[config.mk]
export PLATFORM = sky130hd
export DESIGN_NAME = ppu_sprite_eval_flat
export DESIGN_NICKNAME = d
export VERILOG_FILES = /design/src/rtl/ppu_pkg.sv /design/src/rtl/ppu_sprite_eval_if.sv /design/src/rtl/sprite_hit_check.sv /design/src/rtl/ppu_sprite_eval.sv /design/src/flat_wrapper.sv
export SDC_FILE = /design/constraint.sdc
export NUM_CORES = 1
export LEC_CHECK = 0
export BUFFER_PORTS_ARGS = -buffer_cell sky130_fd_sc_hd__buf_2
export CAP_MARGIN = 20
export CELL_PAD_IN_SITES_DETAIL_PLACEMENT = 0
export CELL_PAD_IN_SITES_GLOBAL_PLACEMENT = 2
export CORE_MARGIN = 2
export CORE_UTILIZATION = 37
export DETAILED_ROUTE_END_ITERATION = 10
export PLACE_DENSITY_LB_ADDON = 0.1
export SETUP_SLACK_MARGIN = 0.1
export SLEW_MARGIN = 10
export SYNTH_ARGS = -nofsm -noshare
export SYNTH_HDL_FRONTEND = slang
export SYNTH_SLANG_ARGS = --single-unit
[constraint.sdc]
create_clock -name clk -period 3.2 [get_ports clk]
set_clock_uncertainty 0.05 [all_clocks]
set_input_delay 0 -clock clk [delete_from_list [all_inputs] [get_ports clk]]
set_output_delay 0 -clock clk [all_outputs]
set_load 0.01 [all_outputs]
[src/rtl/ppu_pkg.sv]
// Shared types for the PPU sprite evaluator: OAM word layout, slot record, FSM states.
// The PPU_SPRITE_TALL_EN macro (see sprite_hit_check) enables 16-row sprites.
package ppu_pkg;

  localparam int OAM_W  = 32;
  localparam int X_W    = 9;
  localparam int TILE_W = 8;
  localparam int ROW_W  = 4;
  localparam int ATTR_W = 5;
  localparam int PAL_W  = 3;

  // Field order matches the OAM word from bit 31 down to bit 0.
  typedef struct packed {
    logic              enable;
    logic              behind_bg;
    logic              vflip;
    logic              hflip;
    logic [PAL_W-1:0]  palette;
    logic [TILE_W-1:0] tile;
    logic [X_W-1:0]    x;
    logic [7:0]        y;
  } oam_entry_t;

  typedef struct packed {
    logic              valid;
    logic [X_W-1:0]    x;
    logic [TILE_W-1:0] tile;
    logic [ROW_W-1:0]  row;
    logic [ATTR_W-1:0] attr;
  } slot_t;

  typedef enum logic [1:0] {
    IDLE   = 2'd0,
    SCAN   = 2'd1,
    DRAIN  = 2'd2,
    COMMIT = 2'd3
  } eval_state_t;

  function automatic logic [ATTR_W-1:0] slot_attr_of(input oam_entry_t e);
    return {e.behind_bg, e.hflip, e.palette};
  endfunction

endpackage

[src/rtl/ppu_sprite_eval_if.sv]
// Bus between the sprite evaluator, its OAM port and the shift-register loader.
interface ppu_sprite_eval_if #(
  parameter int OAM_ENTRIES = 64,
  parameter int SLOTS       = 8,
  parameter int Y_W         = 8
);
  localparam int AW = $clog2(OAM_ENTRIES);
  localparam int CW = $clog2(SLOTS + 1);

  logic                  start;
  logic [Y_W-1:0]        line;
  logic                  tall_mode;
  logic [AW-1:0]         oam_addr;
  logic [31:0]           oam_rd_data;
  logic                  busy;
  logic                  done;
  logic                  overflow;
  logic [CW-1:0]         slot_count;
  logic [SLOTS-1:0]      slot_valid;
  logic [SLOTS-1:0][8:0] slot_x;
  logic [SLOTS-1:0][7:0] slot_tile;
  logic [SLOTS-1:0][3:0] slot_row;
  logic [SLOTS-1:0][4:0] slot_attr;

  modport master (
    output start, line, tall_mode, oam_rd_data,
    input  oam_addr, busy, done, overflow, slot_count,
           slot_valid, slot_x, slot_tile, slot_row, slot_attr
  );

  modport slave (
    input  start, line, tall_mode, oam_rd_data,
    output oam_addr, busy, done, overflow, slot_count,
           slot_valid, slot_x, slot_tile, slot_row, slot_attr
  );
endinterface

[src/rtl/sprite_hit_check.sv]
// Combinational scanline hit test and row select for one OAM entry.
// PPU_SPRITE_TALL_EN defined: tall_mode selects 16-row sprites; otherwise height is fixed at 8.
module sprite_hit_check
  import ppu_pkg::*;
#(
  parameter int Y_W = 8
) (
  input  logic [Y_W-1:0]   line_i,
  input  logic             tall_mode_i,
  input  oam_entry_t       entry_i,
  output logic             hit_o,
  output logic [ROW_W-1:0] row_o
);
  logic             tall;
  logic [Y_W-1:0]   diff;
  logic [ROW_W-1:0] raw_row;
  logic             unused_fields;

`ifdef PPU_SPRITE_TALL_EN
  assign tall = tall_mode_i;
`else
  logic unused_tall;
  assign unused_tall = tall_mode_i;
  assign tall        = 1'b0;
`endif

  assign unused_fields = ^{entry_i.x, entry_i.tile, entry_i.palette,
                           entry_i.hflip, entry_i.behind_bg};

  // Modular subtraction lets sprites near the bottom wrap onto lines 0.. .
  always_comb begin
    diff    = line_i - Y_W'(entry_i.y);
    hit_o   = entry_i.enable && (tall ? ((diff >> 4) == '0) : ((diff >> 3) == '0));
    raw_row = tall ? diff[3:0] : {1'b0, diff[2:0]};
    row_o   = raw_row;
    if (entry_i.vflip) row_o = tall ? ~raw_row : {1'b0, ~raw_row[2:0]};
  end
endmodule

[src/rtl/ppu_sprite_eval.sv]
// Per-scanline sprite evaluator: scans OAM in hblank, fills a shadow slot set, commits it atomically.
// PPU_SPRITE_TALL_EN enables 16-row sprites (handled in sprite_hit_check).
module ppu_sprite_eval
  import ppu_pkg::*;
#(
  parameter int OAM_ENTRIES = 64,
  parameter int SLOTS       = 8,
  parameter int Y_W         = 8
) (
  input logic               clk,
  input logic               reset_n,
  ppu_sprite_eval_if.slave  bus
);
  localparam int AW = $clog2(OAM_ENTRIES);
  localparam int CW = $clog2(SLOTS + 1);

  eval_state_t          state_q, state_d;
  logic [AW-1:0]        addr_q, addr_d;
  logic [Y_W-1:0]       line_q;
  logic                 tall_q;
  logic                 eval_q;
  slot_t [SLOTS-1:0]    shadow_q, shadow_d;
  logic [CW-1:0]        count_q, count_d;
  logic                 ovf_q, ovf_d;
  slot_t [SLOTS-1:0]    pub_q;
  logic [CW-1:0]        pub_count_q;
  logic                 pub_ovf_q;
  logic                 done_q;
  logic                 start_ok;
  logic                 hit;
  logic [ROW_W-1:0]     row;
  oam_entry_t           entry;
  slot_t                new_slot;

  // COMMIT is not IDLE, so a start coinciding with it is dropped here too.
  assign start_ok = (state_q == IDLE) && bus.start;
  assign entry    = oam_entry_t'(bus.oam_rd_data);

  sprite_hit_check #(.Y_W(Y_W)) u_hit (
    .line_i      (line_q),
    .tall_mode_i (tall_q),
    .entry_i     (entry),
    .hit_o       (hit),
    .row_o       (row)
  );

  // NOTE: every variable driven here gets a default first, so no path leaves a latch.
  always_comb begin
    state_d = state_q;
    addr_d  = addr_q;
    unique case (state_q)
      IDLE: if (start_ok) begin
        state_d = SCAN;
        addr_d  = '0;
      end
      SCAN: begin
        if (addr_q == AW'(OAM_ENTRIES - 1)) state_d = DRAIN;
        else                                addr_d  = addr_q + AW'(1);
      end
      DRAIN:   state_d = COMMIT;
      COMMIT:  state_d = IDLE;
      default: state_d = IDLE;
    endcase
  end

  always_comb begin
    new_slot = '{valid: 1'b1, x: entry.x, tile: entry.tile, row: row,
                 attr: slot_attr_of(entry)};
    shadow_d = shadow_q;
    count_d  = count_q;
    ovf_d    = ovf_q;
    if (start_ok) begin
      shadow_d = '0;
      count_d  = '0;
      ovf_d    = 1'b0;
    end else if (eval_q && hit) begin
      if (count_q == CW'(SLOTS)) begin
        ovf_d = 1'b1;
      end else begin
        for (int s = 0; s < SLOTS; s++)
          if (count_q == CW'(s)) shadow_d[s] = new_slot;
        count_d = count_q + CW'(1);
      end
    end
  end

  // NOTE: the shadow and published slot sets are plain flops that must read as zero
  // straight out of reset, so they sit in the reset branch rather than being left as RAM.
  always_ff @(posedge clk or negedge reset_n) begin
    if (!reset_n) begin
      state_q     <= IDLE;
      addr_q      <= '0;
      line_q      <= '0;
      tall_q      <= 1'b0;
      eval_q      <= 1'b0;
      shadow_q    <= '0;
      count_q     <= '0;
      ovf_q       <= 1'b0;
      pub_q       <= '0;
      pub_count_q <= '0;
      pub_ovf_q   <= 1'b0;
      done_q      <= 1'b0;
    end else begin
      // NOTE: non-blocking assignments so every flop samples pre-edge values.
      state_q  <= state_d;
      addr_q   <= addr_d;
      eval_q   <= (state_q == SCAN);
      shadow_q <= shadow_d;
      count_q  <= count_d;
      ovf_q    <= ovf_d;
      done_q   <= (state_q == DRAIN);
      if (start_ok) begin
        line_q <= bus.line;
        tall_q <= bus.tall_mode;
      end
      // Publish including the last word so results appear together with done.
      if (state_q == DRAIN) begin
        pub_q       <= shadow_d;
        pub_count_q <= count_d;
        pub_ovf_q   <= ovf_d;
      end
    end
  end

  assign bus.oam_addr   = addr_q;
  assign bus.busy       = (state_q != IDLE);
  assign bus.done       = done_q;
  assign bus.overflow   = pub_ovf_q;
  assign bus.slot_count = pub_count_q;

  always_comb begin
    for (int s = 0; s < SLOTS; s++) begin
      bus.slot_valid[s] = pub_q[s].valid;
      bus.slot_x[s]     = pub_q[s].x;
      bus.slot_tile[s]  = pub_q[s].tile;
      bus.slot_row[s]   = pub_q[s].row;
      bus.slot_attr[s]  = pub_q[s].attr;
    end
  end
endmodule

[src/flat_wrapper.sv]
// flat-port wrapper written by rule: the top's interface ports become plain ports
module ppu_sprite_eval_flat import ppu_pkg::*;
#(
  parameter int OAM_ENTRIES = 64,
  parameter int SLOTS       = 8,
  parameter int Y_W         = 8
)
  (clk, reset_n, bus_start, bus_line, bus_tall_mode, bus_oam_rd_data, bus_oam_addr, bus_busy, bus_done, bus_overflow, bus_slot_count, bus_slot_valid, bus_slot_x, bus_slot_tile, bus_slot_row, bus_slot_attr);
  ppu_sprite_eval_if #(.OAM_ENTRIES(OAM_ENTRIES), .SLOTS(SLOTS), .Y_W(Y_W)) bus_i ();
  input logic clk;
  input logic reset_n;
  input wire logic [$bits(bus_i.start)-1:0] bus_start;
  input wire logic [$bits(bus_i.line)-1:0] bus_line;
  input wire logic [$bits(bus_i.tall_mode)-1:0] bus_tall_mode;
  input wire logic [$bits(bus_i.oam_rd_data)-1:0] bus_oam_rd_data;
  output wire logic [$bits(bus_i.oam_addr)-1:0] bus_oam_addr;
  output wire logic [$bits(bus_i.busy)-1:0] bus_busy;
  output wire logic [$bits(bus_i.done)-1:0] bus_done;
  output wire logic [$bits(bus_i.overflow)-1:0] bus_overflow;
  output wire logic [$bits(bus_i.slot_count)-1:0] bus_slot_count;
  output wire logic [$bits(bus_i.slot_valid)-1:0] bus_slot_valid;
  output wire logic [$bits(bus_i.slot_x)-1:0] bus_slot_x;
  output wire logic [$bits(bus_i.slot_tile)-1:0] bus_slot_tile;
  output wire logic [$bits(bus_i.slot_row)-1:0] bus_slot_row;
  output wire logic [$bits(bus_i.slot_attr)-1:0] bus_slot_attr;
  assign bus_i.start = bus_start;
  assign bus_i.line = bus_line;
  assign bus_i.tall_mode = bus_tall_mode;
  assign bus_i.oam_rd_data = bus_oam_rd_data;
  assign bus_oam_addr = bus_i.oam_addr;
  assign bus_busy = bus_i.busy;
  assign bus_done = bus_i.done;
  assign bus_overflow = bus_i.overflow;
  assign bus_slot_count = bus_i.slot_count;
  assign bus_slot_valid = bus_i.slot_valid;
  assign bus_slot_x = bus_i.slot_x;
  assign bus_slot_tile = bus_i.slot_tile;
  assign bus_slot_row = bus_i.slot_row;
  assign bus_slot_attr = bus_i.slot_attr;
  ppu_sprite_eval #(.OAM_ENTRIES(OAM_ENTRIES), .SLOTS(SLOTS), .Y_W(Y_W)) u_core (.clk(clk), .reset_n(reset_n), .bus(bus_i));
endmodule
==> impl_summary.log <==
INFO  metric netSwitchingFraction = 22.8%
INFO  metric mappedNetlistNets = 1656
INFO  metric drt_first_iter_violations = 771
INFO  metric track_usage = 21.0%
INFO  metric global_route.overflow_total = 0
INFO  metric maxSlewViolCount = 0
INFO  metric synthMostInstantiatedCell = sky130_fd_sc_hd__dfrtp_1
INFO  metric drc = 0
INFO  metric cts.reportedPaths.clkPinSlew = 0.06 ns
INFO  metric ys_seq_area_share = 63.0%
INFO  metric yosys_most_used_dff = sky130_fd_sc_hd__dfrtp_1
INFO  metric synthesis.area_per_instance = 11.5 µm²
INFO  metric ratio_of_final_minimum_period_to_clock_period = 95.3%
INFO  metric net-switching-power = 0.00280 W
INFO  metric timing.critical_path.arrival = 3.43 ns
INFO  metric grt_antenna_before_repair = 1
INFO  metric synth_commonest_cells = sky130_fd_sc_hd__dfrtp_1, sky130_fd_sc_hd__nor2_1, sky130_fd_sc_hd__inv_1
INFO  metric initial_core_util = 37.4%
INFO  metric clock_latency = 0.59 ns
INFO  metric crit_path_start_kind = register
INFO  metric drt_pass1_iterations = 5
INFO  metric numCtsBuffers = 51
INFO  metric synth_enable_flop_cells = 0
INFO  metric via_per_inst = 4.86
INFO  metric dp_hpwl = 32400 µm
INFO  metric clock_power_share = 45.9%
INFO  metric route.detailed.wl_per_inst = 21.0 µm
INFO  metric worst_hold_path_type = input port to async pin
INFO  metric ys_top_cells_by_area = sky130_fd_sc_hd__dfrtp_1, sky130_fd_sc_hd__mux2i_1, sky130_fd_sc_hd__o22ai_1
INFO  metric post_layout_nonfiller_instances = 2581
INFO  metric core.rowCount = 81
INFO  metric status = completed
INFO  metric synth_cell_type_count = 38
INFO  metric vias = 12.5k
INFO  metric asyncSetResetFlopFracSynth = 100%
INFO  metric area_delta_synth_final = 25.7%
INFO  metric power.density_cell_area = 534 nW/µm²
INFO  metric route.antenna.remaining_nets = 0
INFO  metric fp.dieH = 226 µm
INFO  metric p_seq_share = 48.8%
INFO  metric synth.ff_latch_count = 460
INFO  metric mappedNetlistArea = 18300 µm²
INFO  metric core_region_area = 48800 µm²
INFO  metric max_slew_margin = 19.5%
INFO  metric rsz0062_at_grt = true
INFO  metric setup_violations = 0
INFO  metric time_the_final_worst_path_needs_with_i_o_delays_and_setup = 3.05 ns
INFO  metric total_power = 0.0123 W
INFO  metric maxClockFrequency = 328 MHz
INFO  metric timing.critical_path.to_type = register
INFO  metric i_o_pin_total = 273
INFO  metric global_route_wire_length_before_repair = 80100 µm
INFO  metric peakVddDrop = 0.324 mV
INFO  metric clk_path_buf_depth = 3
INFO  metric portBuffers = 271
INFO  metric syn_inst_count = 1595
INFO  metric die_width = 226 µm
INFO  metric cts_tree = done
INFO  metric worstMarginPinSlew = 1.20 ns
INFO  metric internal_power = 0.00947 W
INFO  metric htree_num_levels = 2
INFO  metric dp_cells = 2443
INFO  metric hold_viol_final = 0
INFO  metric die_area = 51200 µm²
INFO  metric detail_route.wirelength = 54200 µm
INFO  metric grt_pass1_vias = 12.6k
INFO  metric leakagePower = 12.9 nW
INFO  metric required = 3.57 ns
INFO  metric cts-root-buf = sky130_fd_sc_hd__clkbuf_16
INFO  metric finalWeightedCongestion = 0.762
INFO  metric cap_viol_max_count = 0
INFO  metric synth_largest_area_cell = sky130_fd_sc_hd__dfrtp_1
INFO  metric cp_max_fo = 26
INFO  metric maximum_number_of_pins_on_one_net_before_global_route_repair = 114
INFO  metric fin_nets = 1944
INFO  metric synth.yosys.warnings = 0
INFO  metric setup_total_negative_slack = 0 ns
INFO  metric power.share.combinational = 5.3%
INFO  metric final_layout_size_suffix_gt1_share = 23.9%
INFO  metric timing_worst_setup_path_type = register to register
INFO  metric cts.sinks = 460
INFO  metric synthDominantCellAreaShare = 63.0%
-- layout make-up --
type	instances	area [µm²]
Tap cell	664	831
Antenna cell	1	2.50
Fill cell	4695	25900
Clock buffer	79	1480
Inverter	229	860
Sequential cell	460	11500
Timing Repair Buffer	357	2550
Multi-Input combinational cell	784	5650
Clock inverter	7	88.8
-- timing repair --
item                                    in CTS  in global routing
setup buffers                                5                  1
endpoints found under the setup margin     147                192
gates cloned                                 1                  4
endpoints found under the hold margin      662                  0
resized for setup                            3                 66
pin swaps                                    1                  3
hold buffers                                40                  0
-- worst max-delay path: stages, from the launching register on --
cell                       delay [ns]
sky130_fd_sc_hd__dfrtp_1         0.37
sky130_fd_sc_hd__inv_2           0.07
sky130_fd_sc_hd__ha_4            0.12
sky130_fd_sc_hd__inv_1           0.05
sky130_fd_sc_hd__fa_2            0.39
sky130_fd_sc_hd__a211oi_4        0.29
sky130_fd_sc_hd__nor2_1          0.09
sky130_fd_sc_hd__xor2_1          0.15
sky130_fd_sc_hd__a311oi_2        0.21
sky130_fd_sc_hd__buf_6           0.16
sky130_fd_sc_hd__buf_12          0.13
sky130_fd_sc_hd__nand4_2         0.13
sky130_fd_sc_hd__buf_12          0.22
sky130_fd_sc_hd__mux2i_2         0.25
sky130_fd_sc_hd__o22ai_1         0.13
-- flip-flops by register name, indices dropped and copies added (netlist names) --
signal                 cells
u_core.bus.slot_x         72
u_core.state_q             2
u_core.bus.slot_attr      40
u_core.bus.done            1
u_core.bus.slot_count      4
u_core.eval_q              1
u_core.bus.oam_addr        6
u_core.ovf_q               1
u_core.bus.slot_valid      8
u_core.line_q              8
u_core.bus.slot_tile      64
u_core.bus.slot_row       32
u_core.bus.overflow        1
u_core.count_q             4
u_core.shadow_q          216
-- placed cells by master, fill, tap and decap left out, types with 3 or more instances in the layout --
master                          netlist  routed
sky130_fd_sc_hd__mux2i_1            203     164
sky130_fd_sc_hd__nor2_1             230     230
sky130_fd_sc_hd__o21ai_0              7       7
sky130_fd_sc_hd__buf_2                6     270
sky130_fd_sc_hd__clkbuf_8             0      10
sky130_fd_sc_hd__nor3_1               3       3
sky130_fd_sc_hd__clkbuf_16            0      53
sky130_fd_sc_hd__mux2i_4              0      16
sky130_fd_sc_hd__xor2_1               7       6
sky130_fd_sc_hd__buf_12               4      28
sky130_fd_sc_hd__buf_6               15       4
sky130_fd_sc_hd__nand2b_1             3       3
sky130_fd_sc_hd__dfrtp_1            460     460
sky130_fd_sc_hd__nand4_4              0       3
sky130_fd_sc_hd__mux2i_2              0      23
sky130_fd_sc_hd__nand3_1              3       3
sky130_fd_sc_hd__nor2b_1             10      10
sky130_fd_sc_hd__and3_1               6       6
sky130_fd_sc_hd__clkinv_2             0       4
sky130_fd_sc_hd__a21oi_1              6       5
sky130_fd_sc_hd__xnor2_1              5       3
sky130_fd_sc_hd__dlygate4sd3_1        0      39
sky130_fd_sc_hd__mux2_2              11      11
sky130_fd_sc_hd__o22ai_1            214     213
sky130_fd_sc_hd__and3_4               3       3
sky130_fd_sc_hd__clkbuf_1            96      18
sky130_fd_sc_hd__inv_1              229     228
sky130_fd_sc_hd__nand4_1              6       6
sky130_fd_sc_hd__ha_1                16      13
sky130_fd_sc_hd__nand2_1             33      32
sky130_fd_sc_hd__buf_4                1      11
-- power groups by stage --
stage	Combinational (W)	Clock, W	Sequential [W]
3_5_place_dp	0.000588	0	0.00609
5_1_grt	0.000719	0.00605	0.00600
6_report	0.000647	0.00563	0.00599
2_1_floorplan	0.000269	0	0.00608
4_1_cts	0.000639	0.00580	0.00599
3_3_place_gp	0.000584	0	0.00609
-- per-stage QoR --
step                      setup slack (ns)  util (%)  hold WS, ns  area [µm²]
after floorplan                      0.376         -       -0.346       18300
after global placement             0.00324      41.9      -0.0163       20500
after detailed placement           -0.0228      41.9      -0.0113       20500
after CTS                            0.173      46.2       0.0354       22600
after global routing                0.0293      47.0       0.0582       23000
final                                0.149      47.0       0.0537       23000
-- worst paths after layout --
check / startpoint / slack (ns) / cells past startpoint / endpoint
min in group clk: bus_oam_rd_data[29] / 0.13 / 5 / u_core.shadow_q[195]
setup reg to reg: u_core.line_q[0] / 0.15 / 14 / u_core.bus.slot_row[24]
max in group asynchronous: reset_n / 2.45 / 4 / u_core.bus.slot_tile[41]
setup / recovery: u_core.line_q[0] / 0.15 / 14 / u_core.bus.slot_row[24]
hold reg to reg: u_core.shadow_q[134] / 0.43 / 2 / u_core.shadow_q[134]
hold / removal: reset_n / 0.05 / 3 / u_core.shadow_q[2]
-- logic make-up after synthesis --
| logic type | after synthesis | synth area share, % |
|---|---|---|
| flip-flops | 460 | 63.0 |
| buffers and inverters | 351 | 8.24 |
| AND/OR/NAND/NOR | 305 | 7.06 |
| AO/OA/AOI/OAI | 236 | 8.12 |
| multiplexers | 214 | 11.8 |
| adder cells (fa/ha/maj) | 17 | 1.21 |
| XOR/XNOR | 12 | 0.575 |
-- metal layers --
metal  GRT usage (%)  share of wire, %
met1            30.7                47
met2            31.3                45
met3            5.40               6.0
met4            4.48               1.8
met5               0                 0
(Power assumes the default switching activity.)
